==> config.mk <==
export PLATFORM = sky130hd
export DESIGN_NAME = alu_op_sequencer
export DESIGN_NICKNAME = d
export VERILOG_FILES = /design/src/rtl/alu_op_sequencer.sv
export SDC_FILE = /design/constraint.sdc
export NUM_CORES = 1
export LEC_CHECK = 0
export CORE_MARGIN = 2
export CORE_UTILIZATION = 35
export DETAILED_ROUTE_END_ITERATION = 6
export SLEW_MARGIN = 20
export SYNTH_ARGS = -nofsm -noshare
export SYNTH_HDL_FRONTEND = slang
export SYNTH_SLANG_ARGS = --single-unit
==> constraint.sdc <==
create_clock -name clk -period 6.5 [get_ports clk]
set_clock_uncertainty 0.2 [all_clocks]
set_input_delay 1.3 -clock clk [delete_from_list [all_inputs] [get_ports clk]]
set_output_delay 1.3 -clock clk [all_outputs]
set_load 0.05 [all_outputs]
==> src/rtl/alu_op_sequencer.sv <==
// ---------------------------------------------------------------------------
// alu_op_sequencer
//
// Queues ALU commands in a small FIFO and issues them one at a time to an
// external combinational ALU. The sequencer keeps an 8-bit accumulator and a
// carry flag so that commands can chain on previous results (multi-byte
// arithmetic). Each result is presented on a valid/ready result port.
//
// Parameters
//   FIFO_DEPTH   command FIFO entries (power of two, >= 2)
//
// Ports
//   clk, rst                  clock, synchronous active-high reset
//   cmd_valid / cmd_ready     command push handshake
//   cmd_oper [2:0]            ALU op code, forwarded unchanged
//   cmd_a, cmd_b [7:0]        operands
//   cmd_src_acc               1: ALU a = accumulator, 0: a = cmd_a
//   cmd_use_cy                1: ALU c_in = carry flag, 0: c_in = 0
//   cmd_clr                   clear accumulator and carry before this op
//   oper, a, b, c_in          registered drive to the downstream ALU
//   alu_sum, alu_c_out        combinational ALU result
//   res_valid / res_ready     result handshake
//   res_sum, res_c_out        captured result
//   acc, cy, ops_done         architectural state
// ---------------------------------------------------------------------------
module alu_op_sequencer #(
    parameter int FIFO_DEPTH = 4
) (
    input  logic       clk,
    input  logic       rst,

    input  logic       cmd_valid,
    output logic       cmd_ready,
    input  logic [2:0] cmd_oper,
    input  logic [7:0] cmd_a,
    input  logic [7:0] cmd_b,
    input  logic       cmd_src_acc,
    input  logic       cmd_use_cy,
    input  logic       cmd_clr,

    output logic [2:0] oper,
    output logic [7:0] a,
    output logic [7:0] b,
    output logic       c_in,
    input  logic       alu_c_out,
    input  logic [7:0] alu_sum,

    output logic       res_valid,
    input  logic       res_ready,
    output logic [7:0] res_sum,
    output logic       res_c_out,

    output logic [7:0] acc,
    output logic       cy,
    output logic [7:0] ops_done
);

    // -----------------------------------------------------------------------
    // Local constants and types
    // -----------------------------------------------------------------------
    localparam int AW = (FIFO_DEPTH > 1) ? $clog2(FIFO_DEPTH) : 1;

    localparam logic [AW-1:0] PTR_ONE  = AW'(1);
    localparam logic [AW:0]   CNT_ONE  = (AW+1)'(1);
    localparam logic [AW:0]   CNT_ZERO = '0;
    localparam logic [AW:0]   CNT_FULL = (AW+1)'(FIFO_DEPTH);

    typedef struct packed {
        logic [2:0] oper;
        logic [7:0] a;
        logic [7:0] b;
        logic       src_acc;
        logic       use_cy;
        logic       clr;
    } cmd_t;

    typedef enum logic {
        ST_IDLE = 1'b0,
        ST_EXEC = 1'b1
    } state_t;

    // -----------------------------------------------------------------------
    // Declarations
    // -----------------------------------------------------------------------
    cmd_t            r_fifo_mem [FIFO_DEPTH];
    logic [AW-1:0]   r_wr_ptr;
    logic [AW-1:0]   r_rd_ptr;
    logic [AW:0]     r_count;

    state_t          r_state;
    state_t          w_state_next;

    logic [2:0]      r_oper;
    logic [7:0]      r_a;
    logic [7:0]      r_b;
    logic            r_c_in;
    logic [7:0]      r_acc;
    logic            r_cy;
    logic [7:0]      r_ops_done;
    logic            r_res_valid;
    logic [7:0]      r_res_sum;
    logic            r_res_c_out;

    cmd_t            w_cmd_in;
    cmd_t            w_head;
    logic            w_push;
    logic            w_pop;
    logic            w_capture;
    logic            w_can_issue;
    logic            w_not_empty;
    logic [7:0]      w_acc_pre;
    logic            w_cy_pre;

    // -----------------------------------------------------------------------
    // Command FIFO
    // -----------------------------------------------------------------------
    assign w_cmd_in = {cmd_oper, cmd_a, cmd_b, cmd_src_acc, cmd_use_cy, cmd_clr};

    // Ready depends only on the registered count: a pop in the same cycle
    // frees its slot for the following cycle, never combinationally.
    assign cmd_ready   = (r_count < CNT_FULL);
    assign w_not_empty = (r_count != CNT_ZERO);
    assign w_push      = cmd_valid & cmd_ready;

    // Storage carries no reset; validity is tracked by the pointers/count.
    always_ff @(posedge clk) begin
        if (w_push) begin
            r_fifo_mem[r_wr_ptr] <= w_cmd_in;
        end
    end

    // The head entry feeds the issue logic directly so a command can be
    // issued on the same edge it is popped.
    assign w_head = r_fifo_mem[r_rd_ptr];

    // Pointers are exactly AW bits wide, so power-of-two wrap is implicit.
    always_ff @(posedge clk) begin
        if (rst) begin
            r_wr_ptr <= '0;
            r_rd_ptr <= '0;
            r_count  <= '0;
        end else begin
            if (w_push) begin
                r_wr_ptr <= r_wr_ptr + PTR_ONE;
            end
            if (w_pop) begin
                r_rd_ptr <= r_rd_ptr + PTR_ONE;
            end
            case ({w_push, w_pop})
                2'b10:   r_count <= r_count + CNT_ONE;
                2'b01:   r_count <= r_count - CNT_ONE;
                default: r_count <= r_count;
            endcase
        end
    end

    // -----------------------------------------------------------------------
    // Issue FSM
    // -----------------------------------------------------------------------
    // An issue needs a queued command and a result slot that is either empty
    // or being drained on this same edge, so an unread result is never
    // overwritten by the capture that follows.
    assign w_can_issue = w_not_empty & (~r_res_valid | res_ready);

    // State register
    always_ff @(posedge clk) begin
        if (rst) begin
            r_state <= ST_IDLE;
        end else begin
            r_state <= w_state_next;
        end
    end

    // Next-state logic
    always_comb begin
        w_state_next = r_state;
        case (r_state)
            ST_IDLE: begin
                if (w_can_issue) begin
                    w_state_next = ST_EXEC;
                end
            end
            ST_EXEC: begin
                // The ALU is combinational: one cycle of EXEC is enough.
                w_state_next = ST_IDLE;
            end
            default: begin
                w_state_next = ST_IDLE;
            end
        endcase
    end

    // Output (control strobe) logic
    always_comb begin
        w_pop     = 1'b0;
        w_capture = 1'b0;
        case (r_state)
            ST_IDLE: w_pop     = w_can_issue;
            ST_EXEC: w_capture = 1'b1;
            default: begin
                w_pop     = 1'b0;
                w_capture = 1'b0;
            end
        endcase
    end

    // -----------------------------------------------------------------------
    // Datapath
    // -----------------------------------------------------------------------
    // Accumulator and carry as seen by the command being issued: a clear
    // command sees zeros even though the registers only clear on this edge.
    assign w_acc_pre = w_head.clr ? 8'h00 : r_acc;
    assign w_cy_pre  = w_head.clr ? 1'b0  : r_cy;

    always_ff @(posedge clk) begin
        if (rst) begin
            r_oper      <= '0;
            r_a         <= '0;
            r_b         <= '0;
            r_c_in      <= 1'b0;
            r_acc       <= '0;
            r_cy        <= 1'b0;
            r_ops_done  <= '0;
            r_res_sum   <= '0;
            r_res_c_out <= 1'b0;
        end else if (w_pop) begin
            // ALU drive registers change only here, so they hold in IDLE.
            r_oper <= w_head.oper;
            r_a    <= w_head.src_acc ? w_acc_pre : w_head.a;
            r_b    <= w_head.b;
            r_c_in <= w_head.use_cy ? w_cy_pre : 1'b0;
            if (w_head.clr) begin
                r_acc <= 8'h00;
                r_cy  <= 1'b0;
            end
        end else if (w_capture) begin
            r_acc       <= alu_sum;
            r_cy        <= alu_c_out;
            r_res_sum   <= alu_sum;
            r_res_c_out <= alu_c_out;
            r_ops_done  <= r_ops_done + 8'd1;
        end
    end

    // A capture always wins over a drain on the same edge.
    always_ff @(posedge clk) begin
        if (rst) begin
            r_res_valid <= 1'b0;
        end else if (w_capture) begin
            r_res_valid <= 1'b1;
        end else if (r_res_valid & res_ready) begin
            r_res_valid <= 1'b0;
        end
    end

    // -----------------------------------------------------------------------
    // Outputs
    // -----------------------------------------------------------------------
    assign oper      = r_oper;
    assign a         = r_a;
    assign b         = r_b;
    assign c_in      = r_c_in;
    assign res_valid = r_res_valid;
    assign res_sum   = r_res_sum;
    assign res_c_out = r_res_c_out;
    assign acc       = r_acc;
    assign cy        = r_cy;
    assign ops_done  = r_ops_done;

endmodule
======== Word level (Yosys, flattened, before mapping) ========
Memories as Yosys holds them, arrays and structs flattened. A register that Yosys moved wholly into a read port is not among the register bits.
Index checks and enable logic that the tools add are counted.
cells by class
  add/sub/neg operators ................... 5
  muxes and demuxes ....................... 19
  $mul .................................... 0
  eq/ne operators ......................... 2
  div/mod/pow operators ................... 0
  shift operators ......................... 0
  bitwise logic cells ..................... 7
  reductions and logical operators ........ 5
  order comparisons ....................... 1
operators with widths
  operator               number
  $mux W8                4
  $mux W1                11
  $add A8 B1 Y8 const B  1
  $pmux W3 S2            1
  $reduce_bool A2 Y1     3
  $add A2 B1 Y2 const B  2
  $mux W2                2
  $add A3 B1 Y3 const B  1
  $and A1 B1 Y1          3
  $lt A3 B3 Y1 const B   1
  $not A1 Y1             3
  $reduce_bool A3 Y1     1
  $sub A3 B1 Y3 const B  1
  $eq A2 B1 Y1 const B   1
  $eq A2 B2 Y1 const B   1
  $pmux W1 S2            1
  $reduce_and A2 Y1      1
  $or A1 B1 Y1           1
storage, ports and cells
  flip-flop bits (word level) ............. 55
  ROM bits ................................ 0
  output and inout port bits .............. 48
  word-level logic and storage cells ...... 54
  RAM bits ................................ 88
  bits in latches ......................... 0
  memories ................................ 1
memories
  name        depth  width  rd ports  clocked after Yosys merged registers in  wr ports  RTL line  RTL
  r_fifo_mem  4      22     1         1                                        1         85        cmd_t r_fifo_mem [FIFO_DEPTH];

======== Depth between registers and ports, before layout ========
Gate-level depths: netlist of run 1.
  depth in word-level cells ............... 6
  gate-level depth with buffers ........... 11
  gate-level depth less buffers ........... 9

======== Least setup slack after synthesis of run 1 ========
Ideal clock, no wire load.
  path kind ............................... input port to flip-flop
  from .................................... input res_ready
  to ...................................... register r_count[2]
  cell stages on the path ................. 11
  arrival ................................. 3.226 ns
  required time ........................... 6.230 ns
  setup time .............................. 0.070 ns
  buffers on the path ..................... 2
  slack ................................... 3.004 ns
  cell sequence ........................... nor2b_1 -> or3_1 -> clkbuf_1 -> inv_1 -> buf_2 -> ha_1 -> inv_1 -> fa_1 -> xor2_1 -> or3_1 -> a21oi_1
between the ends
  longest elaborated chain between the ends .. 5
  elaborated cells on any way between the ends .. 7
ends and longest elaborated chain
  what                                               RTL line  RTL
  start, declared                                    49        input logic res_ready,
  $or A1 B1 Y1 *                                     163       assign w_can_issue = w_not_empty & (~r_res_valid | res_ready);
  $and A1 B1 Y1 *                                    163
  $mux W1 *                                          197       case (r_state)
  via w_pop                                          107       logic w_pop;
  $eq A2 B1 Y1 or $eq A2 B2 Y1 (tied branches)       149       case ({w_push, w_pop})
  $pmux W3 S2 or $reduce_bool A2 Y1 (tied branches)  -
  end signal, assigned                               150       2'b10: r_count <= r_count + CNT_ONE;
  end signal, assigned                               151       2'b01: r_count <= r_count - CNT_ONE;
  end signal, assigned                               152       default: r_count <= r_count;
  end, declared                                      88        logic [AW:0] r_count;
Mark *: on every way through the listed nets, which the timed path passes. The rest lies on a longest branch.
A chain may end at the register's enable or synchronous reset.

======== Worst setup path in the final report of run 1 ========
  from .................................... input res_ready
  to ...................................... register r_count[2]
between the ends
  longest elaborated chain between the ends .. 5
  elaborated cells on any way between the ends .. 7
ends and longest elaborated chain
  what                                               RTL line
  $or A1 B1 Y1 *                                     163
  $and A1 B1 Y1 *                                    163
  $mux W1 *                                          197
  $eq A2 B1 Y1 or $eq A2 B2 Y1 (tied branches)       149
  $pmux W3 S2 or $reduce_bool A2 Y1 (tied branches)  -
Every way passes the cells marked *; elsewhere a longest branch is shown, timed or not.

==> results.md, run 1 <==
* Status: finished clean
* Worst-path maximum fanout at 24
* Routed WL per cell at 16.5 µm
* Diode count at 0
* Initial antenna violation count at 0
* Critical-path cell list: clkdlybuf4s50_1 -> nor2b_1 -> or3_1 -> inv_1 -> ha_1 -> inv_1 -> fa_1 -> xor2_1 -> or3_1 -> a21oi_1
* Tmin final at 4.43 ns
* Setup ws final at 2.07 ns
* Clk slew on worst S/H paths at 0.06 ns
* Cell Rows at 45
* Yosys cell types at 31
* Largest stage delay on the critical path at 0.72 ns
* CTS Buf Count at 17
* Syn_nets at 402
* Leakage power at 2.38 nW
* Synth Cell Area at 5400 µm²
* Final ANT Viol Nets at 0
* Final Setup Violations at 0
* Yosys top cell area share at 49.0%
* Clock Tree Buf Depth at 2
* Drt via density at 4.83
* Top Usage Layer GRT: met2
* Routed WL at 10,700 µm
* Via count at 3,131
* Period utilization at 68.1%
* M1 GR Usage at 17.7%
* Ys async rst share at 0%
* First-pass GRT wire length at 17,200 µm
* Register area at 3780 µm²
* Mean Syn Cell Area at 15.0 µm²
* Top_reg_cell synth: edfxtp_1
* Cells after Synth at 360
* Final Cell Area at 7000 µm²
* Pin count of the biggest net entering global routing at 52
* Number of synthesized flops with an enable pin at 88
* Most frequent cells after synthesis: 88 x edfxtp_1, 57 x dfxtp_1, 33 x nor2_1, 28 x nand2_1, 22 x mux4_2
* Crit path max-delay cell type: inv_1
* Crit Path Class: in -> reg
* R2r setup slk at 2.67 ns
* Residual DRC count at 0
* CTS tree: done
* Area delta synth->final at 29.6%
* Post-layout util at 46.2%
* Most frequent cell after synthesis: edfxtp_1
* Synth area leader: edfxtp_1
* Power Dens Cells at 464 nW/µm²
* Multi-input gate area at 1490 µm²
* Total power at 3.25 mW
* GRT Total Usage at 13.9%
* TNS Setup at 0 ns
* Final slew viol count at 0
* # IOs at 83
* Post-synthesis register bit count at 145
* Sequential area share after synthesis at 70.1%
* CTS resizes at 0
* RSZ-0062 raised after global routing: false
* Dpl ws at 1.61 ns
* Measured slew at the worst slew-check pin at 0.991 ns
* Detailed Place HPWL at 6790 µm
* Slew HR at 33.9%
* Bufs and invs on worst path at 3
* VDD IR max at 0.213 mV
* GR Overflow Total at 0
* Worst hold path class: reg -> reg
* CTS Sinks at 145
* Die area at 16,400 µm²
* Final cell count without fillers at 648
* Synth area leaders: edfxtp_1 49%, dfxtp_1 21%, mux4_2 9.2%
* Vias in the first global route at 3,186
* First drt pass iteration count at 5
* Initial DRC count at 238
* Fraction of layout cells with a size suffix above 1 at 12.8%
* Fillers at 1,310
* Initial core utilization at 35.6%
* CTS Root Cell: clkbuf_16
* # Max-Cap Violations at 0
* Crit path DAT at 4.56 ns
* GPL Wtd Cong at 0.686
* Fin nets at 489
* Worst-Skew Late Latency at 0.41 ns
* CP delay by family, top: buffers and inverters
* Placed inst area at 6400 µm²
* CP endpoint kind: register
* Fin. Hold Viols at 0
* H-tree depth at 4
* Met2 Usage GRT at 22.4%
* Hold_buf cts at 0
* Fmax at 0.226 GHz
* Die span in x at 128 µm
* Cell Count Post-Placement at 616
* Die H at 128 µm
* Hold Slack at 0.265 ns
* Met3 Resource Use GR at 3.76%
* Ys Warns at 0
* Port Buf Inserts at 82
* Startpoint class of the critical path: input port
* Post-CTS setup buffers at 0
* CP required at 6.63 ns
* Core area at 15,100 µm²
-- cell usage in the layout (no fill, tap or decap), types with 4 or more instances in the layout --
cell,n
a211oi_1,8
a21oi_1,20
a22o_1,7
and2_1,4
and2b_1,4
buf_4,6
clkbuf_16,17
clkdlybuf4s50_1,81
clkinv_2,4
dfxtp_1,57
edfxtp_1,88
ha_1,6
inv_1,9
mux2i_1,8
mux4_2,22
nand2_1,28
nor2_1,33
nor2b_1,8
nor3_1,9
o21ai_0,4
or3_1,5
xor2_1,6
-- worst min-delay path, stage by stage (launching register included) --
cell and delay, ns:
dfxtp_1 0.30, nand2_1 0.06, a21oi_1 0.06
-- logic make-up (layout without fill, tap and decap cells) --
| kind of cell | after synthesis | in the layout | share of synthesized area, % |
|---|---|---|---|
| flops | 145 | 145 | 70.1 |
| buf+inv | 29 | 129 | 2.39 |
| mux | 30 | 30 | 10.7 |
| compound gates | 42 | 42 | 5.17 |
| fa+ha+maj | 7 | 7 | 1.76 |
| xor+xnor | 9 | 9 | 1.46 |
| simple gates | 98 | 98 | 8.46 |
-- report_power, final --
part	total, mW	switching [mW]	internal (mW)	leakage [nW]
Clock	0.974	0.352	0.622	0.294
Sequential	1.26	0.108	1.15	1.27
Combinational	1.02	0.633	0.387	0.814
-- state kept, by name, indices dropped and copies added, names as in the netlist, named ones only --
register and cells:
r_count 3, res_sum 8, a 8, oper 3
acc 8, res_c_out 1, b 8, ops_done 8
r_state 1, r_fifo_mem 88, c_in 1, r_wr_ptr 2
res_valid 1, r_rd_ptr 2, cy 1
-- layout make-up --
cell class	count	area share, %
clock inverters	10	1.93
inverters	9	0.483
multi-input cells	186	21.2
flip-flops and latches	145	54.1
repair buffers	88	12.3
well taps	188	3.36
clock buffers	22	6.63
-- per-layer routing --
layer,part of all wire [%],up-vias
li1,-,1501
met1,46,1545
met2,48,69
met3,4.3,16
met4,1.7,0
met5,0,-
-- path summary, 6_finish.rpt --
kind / start / to / cells after the start
worst min register to register: c_in$_SDFFE_PP0N_ / c_in$_SDFFE_PP0N_ / 2
worst min-delay path: c_in$_SDFFE_PP0N_ / c_in$_SDFFE_PP0N_ / 2
worst max-delay path: res_ready / r_count[2]$_SDFFE_PP0P_ / 10
worst max register to register: r_state$_SDFF_PP0_ / r_count[2]$_SDFFE_PP0P_ / 8
Note: power is estimated with default switching activity, not from simulation.
==> run 2: changes to the inputs <==
- clock period: 6.5 -> 4.2 ns (I/O delays scaled with it)
==> run 2 against run 1 <==
  * Sequential power rose by 52%
  * Power increased by 53%
  * Sequential cell count unchanged
==> results.md, run 2 (same netlist as run 1, synthesis figures left out) <==
* Top reg by flops: r_fifo_mem
* Leakage power at 2.38 nW (+0.11%)
* H-tree depth at 4 (unchanged)
* Initial antenna violation count at 0 (unchanged)
* Residual DRC count at 0 (unchanged)
* Pin count of the biggest net entering global routing at 52 (unchanged)
* Core area at 15,100 µm² (unchanged)
* First drt pass iteration count at 7 (+2)
* Setup ws final at 1.27 ns (-0.807 ns)
* R2r setup slk at 1.61 ns (-1.06 ns)
* Post-layout util at 46.2% (-0.050 points)
* Worst-Skew Late Latency at 0.41 ns (about the same)
* Routed WL per cell at 16.0 µm (-3.2%)
* Final ANT Viol Nets at 0 (unchanged)
* Crit Path Class: in -> reg
* Clock Tree Buf Depth at 2 (unchanged)
* CTS Sinks at 145 (unchanged)
* Port Buf Inserts at 82 (unchanged)
* Crit path max-delay cell type: clkdlybuf4s50_1
* Hold_buf cts at 0 (unchanged)
* Diode count at 0 (unchanged)
* Slew HR at 31.7% (-2.3 points)
* Worst Hold Depth at 2 (unchanged)
* GRT Total Usage at 13.6% (-0.27 points)
* RSZ-0062 raised after global routing: false
* Die span in x at 128 µm (unchanged)
* Min-Delay Endpoint: b[7]$_SDFFE_PP0N_
* GPL Wtd Cong at 0.737 (+7.5%)
* Detailed Place HPWL at 6670 µm (-1.8%)
* Crit path DAT at 3.06 ns (-1.50 ns)
* Initial core utilization at 35.6% (unchanged)
* CTS resizes at 0 (unchanged)
* Worst-path maximum fanout at 3 (-88%)
* Hold Slack at 0.254 ns (-0.0106 ns)
* Vias in the first global route at 3,165 (-0.66%)
* Fillers at 1,330 (+1.5%)
* Drt via density at 4.76 (-1.6%)
* Tmin final at 2.93 ns
* Die H at 128 µm (unchanged)
* Worst Hold Launch: b[7]$_SDFFE_PP0N_
* Die area at 16,400 µm² (unchanged)
* Post-CTS setup buffers at 0 (unchanged)
* Period utilization at 69.8%
* VDD IR max at 0.315 mV (+48%)
* Measured slew at the worst slew-check pin at 1.02 ns (+0.0340 ns)
* Critical-path cell list: clkdlybuf4s50_1 -> nor2b_1 -> or3_1 -> inv_1 -> ha_1 -> inv_1 -> fa_1 -> xor2_1 -> or3_1 -> a21oi_1
* CP required at 4.33 ns (-2.30 ns)
* Final slew viol count at 0 (unchanged)
* Clk slew on worst S/H paths at 0.06 ns (about the same)
* # Max-Cap Violations at 0 (unchanged)
* CP endpoint kind: register
* Fin. Hold Viols at 0 (unchanged)
* Reg2Reg Depth at 9 (+1)
* Largest stage delay on the critical path at 0.46 ns (-0.26 ns)
* Via count at 3,096 (-1.1%)
* Fin nets at 492 (+0.61%)
* Fraction of layout cells with a size suffix above 1 at 13.6% (+0.78 points)
* Commonest non-fill, non-tap cell in the layout: edfxtp_1
* CTS Root Cell: clkbuf_16
* Status: finished clean
* Worst R2R End: r_count[2]$_SDFFE_PP0P_
* RR Startpoint: r_state$_SDFF_PP0_
* GR Overflow Total at 0 (unchanged)
* Number of flip-flops in the largest register at 88 (unchanged)
* Final Setup Violations at 0 (unchanged)
* Initial DRC count at 186 (-22%)
* # IOs at 83 (unchanged)
* Routed WL at 10,400 µm (-2.7%)
* Area delta synth->final at 29.5%
* CTS tree: done
* CTS Buf Count at 17 (unchanged)
* Fmax at 0.341 GHz
* Worst hold path class: reg -> reg
* Dpl ws at 0.848 ns (-0.763 ns)
* Power Dens Cells at 710 nW/µm² (+53%)
* TNS Setup at 0 ns (unchanged)
* First-pass GRT wire length at 16,700 µm (-2.6%)
* Most frequent cells in the layout: 88 x edfxtp_1, 81 x clkdlybuf4s50_1, 57 x dfxtp_1, 33 x nor2_1, 28 x nand2_1
* Cell Rows at 45 (unchanged)
* Startpoint class of the critical path: input port
==> run 2: cell count changes in the layout (fill, tap and decap cells not counted), sizes merged <==
cell / previous run / this run
buf: 7 / 10
bufinv: 3 / 2
clkbuf: 22 / 17
clkinv: 6 / 11
inv: 9 / 10
==> run 2: worst max-delay path, delay by kind of cell <==
kind	cells	cell delay, ns
xor gates and xnor gates	1	0.16
buffers and inverters	3	0.61
and+or+nand+nor	3	0.71
AOI/OAI and AO/OA	1	0.17
adders and majority gates	2	0.56
==> run 2: through the flow <==
stage                     std cells  power (mW)  instance area, µm²
after floorplan                 360        3.07                5400
after global placement          619        3.56                6420
after detailed placement        619        3.59                6420
after CTS                       651        5.03                6990
after global routing            651        5.23                6990
final                           651        4.96                6990
==> run 2: where the power goes <==
group          switching, mW  internal [mW]  leakage [nW]
combinational           1.00          0.616         0.829
clock                  0.566          0.868         0.282
sequential             0.135           1.78          1.27
total                   1.70           3.26          2.38
==> run 2: area by class of cell <==
class	count	area [µm²]	share of cell area [%]
multi-input combinational	186	1490	21.2
tap	188	235	3.36
clock inverter	15	144	2.06
clock buffer	17	425	6.09
inverter	9	33.8	0.483
sequential	145	3780	54.1
timing repair buffer	91	883	12.6
==> run 2: routing by layer <==
layer	wire (µm)	GRT usage [%]	vias to the layer above
met5	0	0	-
met4	163	6.08	0
met3	544	4.09	13
met2	4980	21.7	80
met1	4750	17.3	1495
li1	-	-	1508
==> run 2: worst max path at each step <==
stage,slack (ns),endpoint,depth (start not counted),start
finish,1.27,r_count[2]$_SDFFE_PP0P_,10,res_ready
global route,1.20,r_count[2]$_SDFFE_PP0P_,10,res_ready
CTS,1.28,r_count[2]$_SDFFE_PP0P_,10,res_ready
detailed placement,0.85,r_count[2]$_SDFFE_PP0P_,10,res_ready
global placement,0.97,r_count[2]$_SDFFE_PP0P_,10,res_ready
floorplan,1.16,r_count[2]$_SDFFE_PP0P_,11,res_ready
==> run 3: changes to the inputs <==
- clock period: 4.2 -> 3.01 ns (I/O delays scaled with it)
==> run 3 against run 2 <==
  * Wire length rose by 0.42%
  * Largest power group unchanged
  * Setup slack got worse by 0.87 ns
  * Power is 41% higher
==> results.md, run 3 (same netlist as run 1, synthesis figures left out) <==
* Clock Tree Buf Depth at 2 (unchanged)
* Net switching power at 2.38 mW (+39%)
* Fillers at 1,326 (-0.30%)
* Period utilization at 86.7%
* Cell Rows at 45 (unchanged)
* Drt via density at 4.76 (about the same)
* CTS Sinks at 145 (unchanged)
* Total power at 7.02 mW (+41%)
* Via count at 3,125 (+0.94%)
* Largest stage delay on the critical path at 0.46 ns (about the same)
* GRT Total Usage at 13.8% (+0.15 points)
* Fin nets at 498 (+1.2%)
* Initial antenna violation count at 0 (unchanged)
* Detailed Place HPWL at 6790 µm (+1.8%)
* Reg power frac at 37.8% (-0.7 points)
* Multi-input gate area at 1490 µm² (unchanged)
* Final slew viol count at 0 (unchanged)
* Slew HR at 64.1% (+32 points)
* Dpl ws at -0.0152 ns (-0.863 ns)
* First-pass GRT wire length at 17,000 µm (+1.6%)
* CTS Root Cell: clkbuf_16
* Residual DRC count at 0 (unchanged)
* Commonest non-fill, non-tap cell in the layout: edfxtp_1
* GR Overflow Total at 0 (unchanged)
* Crit path max-delay cell type: clkdlybuf4s50_1
* Die area at 16,400 µm² (unchanged)
* First drt pass iteration count at 4 (-3)
* # Max-Cap Violations at 0 (unchanged)
* GPL Wtd Cong at 0.703 (-4.7%)
* Status: finished clean
* TNS Setup at 0 ns (unchanged)
* Critical-path cell list: clkdlybuf4s50_1 -> nor2b_1 -> or3_1 -> inv_1 -> ha_1 -> inv_1 -> fa_1 -> xor2_1 -> or3_1 -> a21oi_1
* # IOs at 83 (unchanged)
* Fmax at 0.383 GHz
* Register area at 3780 µm² (unchanged)
* Cell internal pwr at 4.65 mW (+43%)
* Switching share of power at 33.8% (-0.51 points)
* Routed WL at 10,500 µm (+0.42%)
* Area delta synth->final at 30.8%
* Cell Count Post-Placement at 625 (+0.97%)
* Diode count at 0 (unchanged)
* CP endpoint kind: register
* Clock share of power at 29.6% (+0.7 points)
* Crit Path Class: in -> reg
* Placed inst area at 6470 µm² (+0.70%)
* Die H at 128 µm (unchanged)
* Core area at 15,100 µm² (unchanged)
* Fin. Hold Viols at 0 (unchanged)
* Fraction of layout cells with a size suffix above 1 at 14.7% (+1.1 points)
* Vias in the first global route at 3,188 (+0.73%)
* Final ANT Viol Nets at 0 (unchanged)
* Measured slew at the worst slew-check pin at 0.537 ns (-0.488 ns)
* Worst-Skew Late Latency at 0.41 ns (about the same)
* Hold_buf cts at 0 (unchanged)
* Pin count of the biggest net entering global routing at 33 (-37%)
* Startpoint class of the critical path: input port
* Worst-path maximum fanout at 2 (-1)
* Crit path DAT at 2.75 ns (-0.31 ns)
* Comb power frac at 32.5% (about the same)
* Post-CTS setup buffers at 0 (unchanged)
* Setup ws final at 0.402 ns (-0.866 ns)
* H-tree depth at 4 (unchanged)
* Final Cell Area at 7060 µm² (+0.98%)
* Initial core utilization at 35.6% (unchanged)
* Leakage power at 2.41 nW (+1.0%)
* Final Setup Violations at 0 (unchanged)
* Power Dens Cells at 995 nW/µm² (+40%)
* Tmin final at 2.61 ns
* Port Buf Inserts at 82 (unchanged)
* VDD IR max at 0.481 mV (+53%)
* CTS tree: done
* Die span in x at 128 µm (unchanged)
* Top reg by flops: r_fifo_mem
* Bufs and invs on worst path at 3 (unchanged)
* CP required at 3.15 ns (-1.18 ns)
* Most frequent cells in the layout: 88 x edfxtp_1, 81 x clkdlybuf4s50_1, 57 x dfxtp_1, 33 x nor2_1, 28 x nand2_1
* RSZ-0062 raised after global routing: false
* Number of flip-flops in the largest register at 88 (unchanged)
* CTS Buf Count at 17 (unchanged)
* Worst hold path class: reg -> reg
* Clk slew on worst S/H paths at 0.06 ns (about the same)
* CTS resizes at 0 (unchanged)
* Routed WL per cell at 15.9 µm (-0.50%)
* Final cell count without fillers at 657 (+0.92%)
* Initial DRC count at 171 (-8.1%)
* CP delay by family, top: simple AND/OR/NAND/NOR gates
-- run 3: changes by cell type in the layout (fill, tap and decap cells not counted) --
cell	change
clkinv_2	-2
clkinvlp_4	+4
buf_4	+6
bufinv_16	+1
clkinv_4	-3
-- run 3: layout make-up --
type                    instances  area share [%]
flip-flops and latches        145            53.6
multi-input cells             186            21.0
repair buffers                 97            13.2
clock buffers                  17            6.03
well taps                     188            3.33
clock inverters                15            2.38
inverters                       9           0.479
-- run 3: worst paths after layout --
kind	startpoint	endpoint	slack, ns	cells past startpoint
worst max-delay path	res_ready	r_count[2]$_SDFFE_PP0P_	0.40	10
worst min-delay path	b[1]$_SDFFE_PP0N_	b[1]$_SDFFE_PP0N_	0.25	2
worst max register to register	r_count[2]$_SDFFE_PP0P_	r_count[2]$_SDFFE_PP0P_	0.58	9
worst min register to register	b[1]$_SDFFE_PP0N_	b[1]$_SDFFE_PP0N_	0.25	2
-- run 3: tightest hold or removal path: cells and delay by family, from the launching register on --
| family | cells | cell delay (ns) |
|---|---|---|
| compound gates | 1 | 0.05 |
| flops | 1 | 0.31 |
| simple gates | 1 | 0.05 |
-- run 3: power by group through the flow --
stage	Clock (mW)	Combinational, mW	Sequential (mW)
after floorplan	0	0.995	3.29
after global placement	0	2.30	2.69
after detailed placement	0	2.32	2.70
after CTS	2.13	2.33	2.66
after global routing	2.20	2.48	2.70
final	2.08	2.28	2.66
-- run 3: layer usage --
metal,up-vias,GRT usage [%],share of wire [%]
met4,0,6.59,1.6
met2,73,22.4,49
met5,-,0,0
met1,1524,17.3,46
li1,1514,-,-
met3,14,3.42,4.1
-- run 3: metrics by stage --
stage               util, %  hold slack (ns)
floorplan                 -            0.259
global placement       42.7            0.247
detailed placement     42.7            0.248
CTS                    46.6            0.256
global route           46.6            0.282
finish                 46.6            0.255
==> RTL change, RTL diff (flow settings as in run 2) <==
Set the parameter `FIFO_DEPTH` to 2 (it was 4).
--- a/src/rtl/alu_op_sequencer.sv
+++ b/src/rtl/alu_op_sequencer.sv
@@ -25,5 +25,5 @@
 // ---------------------------------------------------------------------------
 module alu_op_sequencer #(
-    parameter int FIFO_DEPTH = 4
+    parameter int FIFO_DEPTH = 2
 ) (
     input  logic       clk,
Behaviour: not the same (Yosys sat finds a counterexample within 4 cycles, from zero or initial values and one cycle with rst high).
==> RTL change against run 2 <==
  * Routed wire length decreased by 29%
  * Critical path depth is 9 lower
  * Synthesized area down 35%
  * Final cell count is 23% lower
  * Sequential cell count fell by 48
  * Cell area fell by 34%
  * Total power shrank 33%
  * Worst setup slack improved by 240 ps
==> RTL change: results (changes against run 2) <==
metric;value;unit;change
status;completed;;
cts_buffers;9;;-8
grt_max_degree;54;;+3.8%
port_buffers;82;;unchanged
post-cts-setup-buffer-count;0;;unchanged
synth.area.top_cells;edfxtp_1 (38%), dfxtp_1 (30%), a211oi_2 (3.9%);;
diodes;0;;unchanged
wl;7.41;mm;-29%
yosysUniqueCellTypes;34;;+9.7%
wl_per_cell;14.8;µm;-7.4%
critPathMaxFanout;5;;+2
synth_nets;317;;-21%
gp_congestion;0.731;;-0.85%
yosysWarnings;0;;unchanged
insertion_delay;350;ps;-60 ps
vias;2363;;-24%
first_pass_iters;4;;-3
top_register;r_fifo_mem;;
hp-start;res_sum[0];;
worstHoldPathCells;2;;unchanged
largest_reg_flops;44;;-50%
synth_seq_area_share;67.9;%;-2.2 points
fill_cells;903;;-32%
cp-startpoint;ops_done[0];;
async_flop_share;0;%;unchanged
synthFlopType;dfxtp_1;;
avgSynthCellArea;12.5;µm²;-16%
antenna_found_initial;0;;unchanged
clock-root-buffer;clkbuf_8;;
grt_pass1_vias;2318;;-27%
initialDrtViolationCount;89;;-52%
cts.repair.resized;0;;unchanged
timing.slew.headroom;32.7;%;+1.0 points
path_delay_family;buffers and inverters;;
slowest_stage;clkdlybuf4s50_1;;
final_net_count;398;;-19%
cts_max_path_buffers;2;;unchanged
max_stage_delay;850;ps;+390 ps
p_leak;0.00155;µW;-35%
grt_pass1_wl;11.8;mm;-29%
dp_hpwl;4.92;mm;-26%
cts_max_level;3;;-1
rr_endpoint;a[4];;
synthTopCellsByCount;dfxtp_1 (53), edfxtp_1 (44), nor2_1 (36), nand2_1 (33), a21oi_1 (22);;
peakVddDrop;0.267;mV;-15%
rr_worst_depth;4;;-5
switching_share;40.5;%;+6.2 points
layout-drive-gt1-share;9.56;%;-4.0 points
min_to;res_sum[0];;
arrival;1650;ps;-1410 ps
synth_edf_count;44;;-50%
place_inst;483;;-22%
min_path_type;flip-flop to flip-flop;;
ff2ff_setup_slack;1900;ps;+290 ps
path_clk_slew;90;ps;+30 ps
grt_usage;13.9;%;+0.26 points
[RTL change: cell types whose count changed in the layout (fill, tap and decap cells not counted), moves of 8 or more]
cell	change
clkbuf_16	-17
a211oi_2	+11
clkbuf_8	+9
nor3_1	-8
edfxtp_1	-44
mux4_2	-22
[RTL change: through the flow]
step / hold WS, ps / setup slack, ps / area [µm²] / power [µW]
2_1_floorplan: 271 / 1660 / 3510 / 2350
3_3_place_gp: 255 / 1410 / 4430 / 2740
3_5_place_dp: 257 / 1350 / 4430 / 2760
4_1_cts: 269 / 1480 / 4620 / 3350
5_1_grt: 289 / 1460 / 4630 / 3480
6_report: 270 / 1510 / 4630 / 3310
[RTL change: cell families (layout without fill, tap and decap cells)]
group                      after synthesis  in the layout  synth area share, %
DFF                                     97             97                 67.9
and+or+nand+nor                         84             84                 10.2
AOI/OAI and AO/OA                       55             55                 12.2
buffers and inverters                   20            106                 2.96
muxes                                   13             13                 3.71
xor gates and xnor gates                 9              9                 2.25
adders and majority gates                2              2                0.713
[RTL change: worst register-to-register path: stages, from the launching register on]
cell	delay (ps)
dfxtp_1	1000
nor2_1	80
a32o_1	350
a222oi_1	420
a211oi_1	120
[RTL change: how the worst max path moves through the flow]
stage / end / slack [ps] / depth (start not counted)
2_1_floorplan: r_count[1] / 1660 / 7
3_3_place_gp: r_count[1] / 1410 / 7
3_5_place_dp: r_count[1] / 1350 / 7
4_1_cts: ops_done[0] / 1480 / 1
5_1_grt: ops_done[0] / 1460 / 1
6_report: ops_done[0] / 1510 / 1
[RTL change: power by group through the flow]
stage               Combinational, µW  Clock (µW)  Sequential [µW]
floorplan                         569           0             1780
global placement                 1320           0             1410
detailed placement               1340           0             1420
CTS                              1350         604             1400
global route                     1410         638             1430
finish                           1330         588             1390
[RTL change: layout make-up]
class                   count  area share (%)
clock buffers              10            2.76
clock inverters             6            1.41
inverters                   5           0.433
multi-input cells         163            22.1
flip-flops and latches     97            51.5
well taps                 133            3.60
repair buffers             85            18.2
[RTL change: layer usage]
metal	track usage [%]	vias to the layer above	part of all wire, %
met2	23.1	57	50
met1	17.5	1123	44
met3	2.69	12	4.5
met5	0	-	0
li1	-	1171	-
met4	6.37	0	2.0
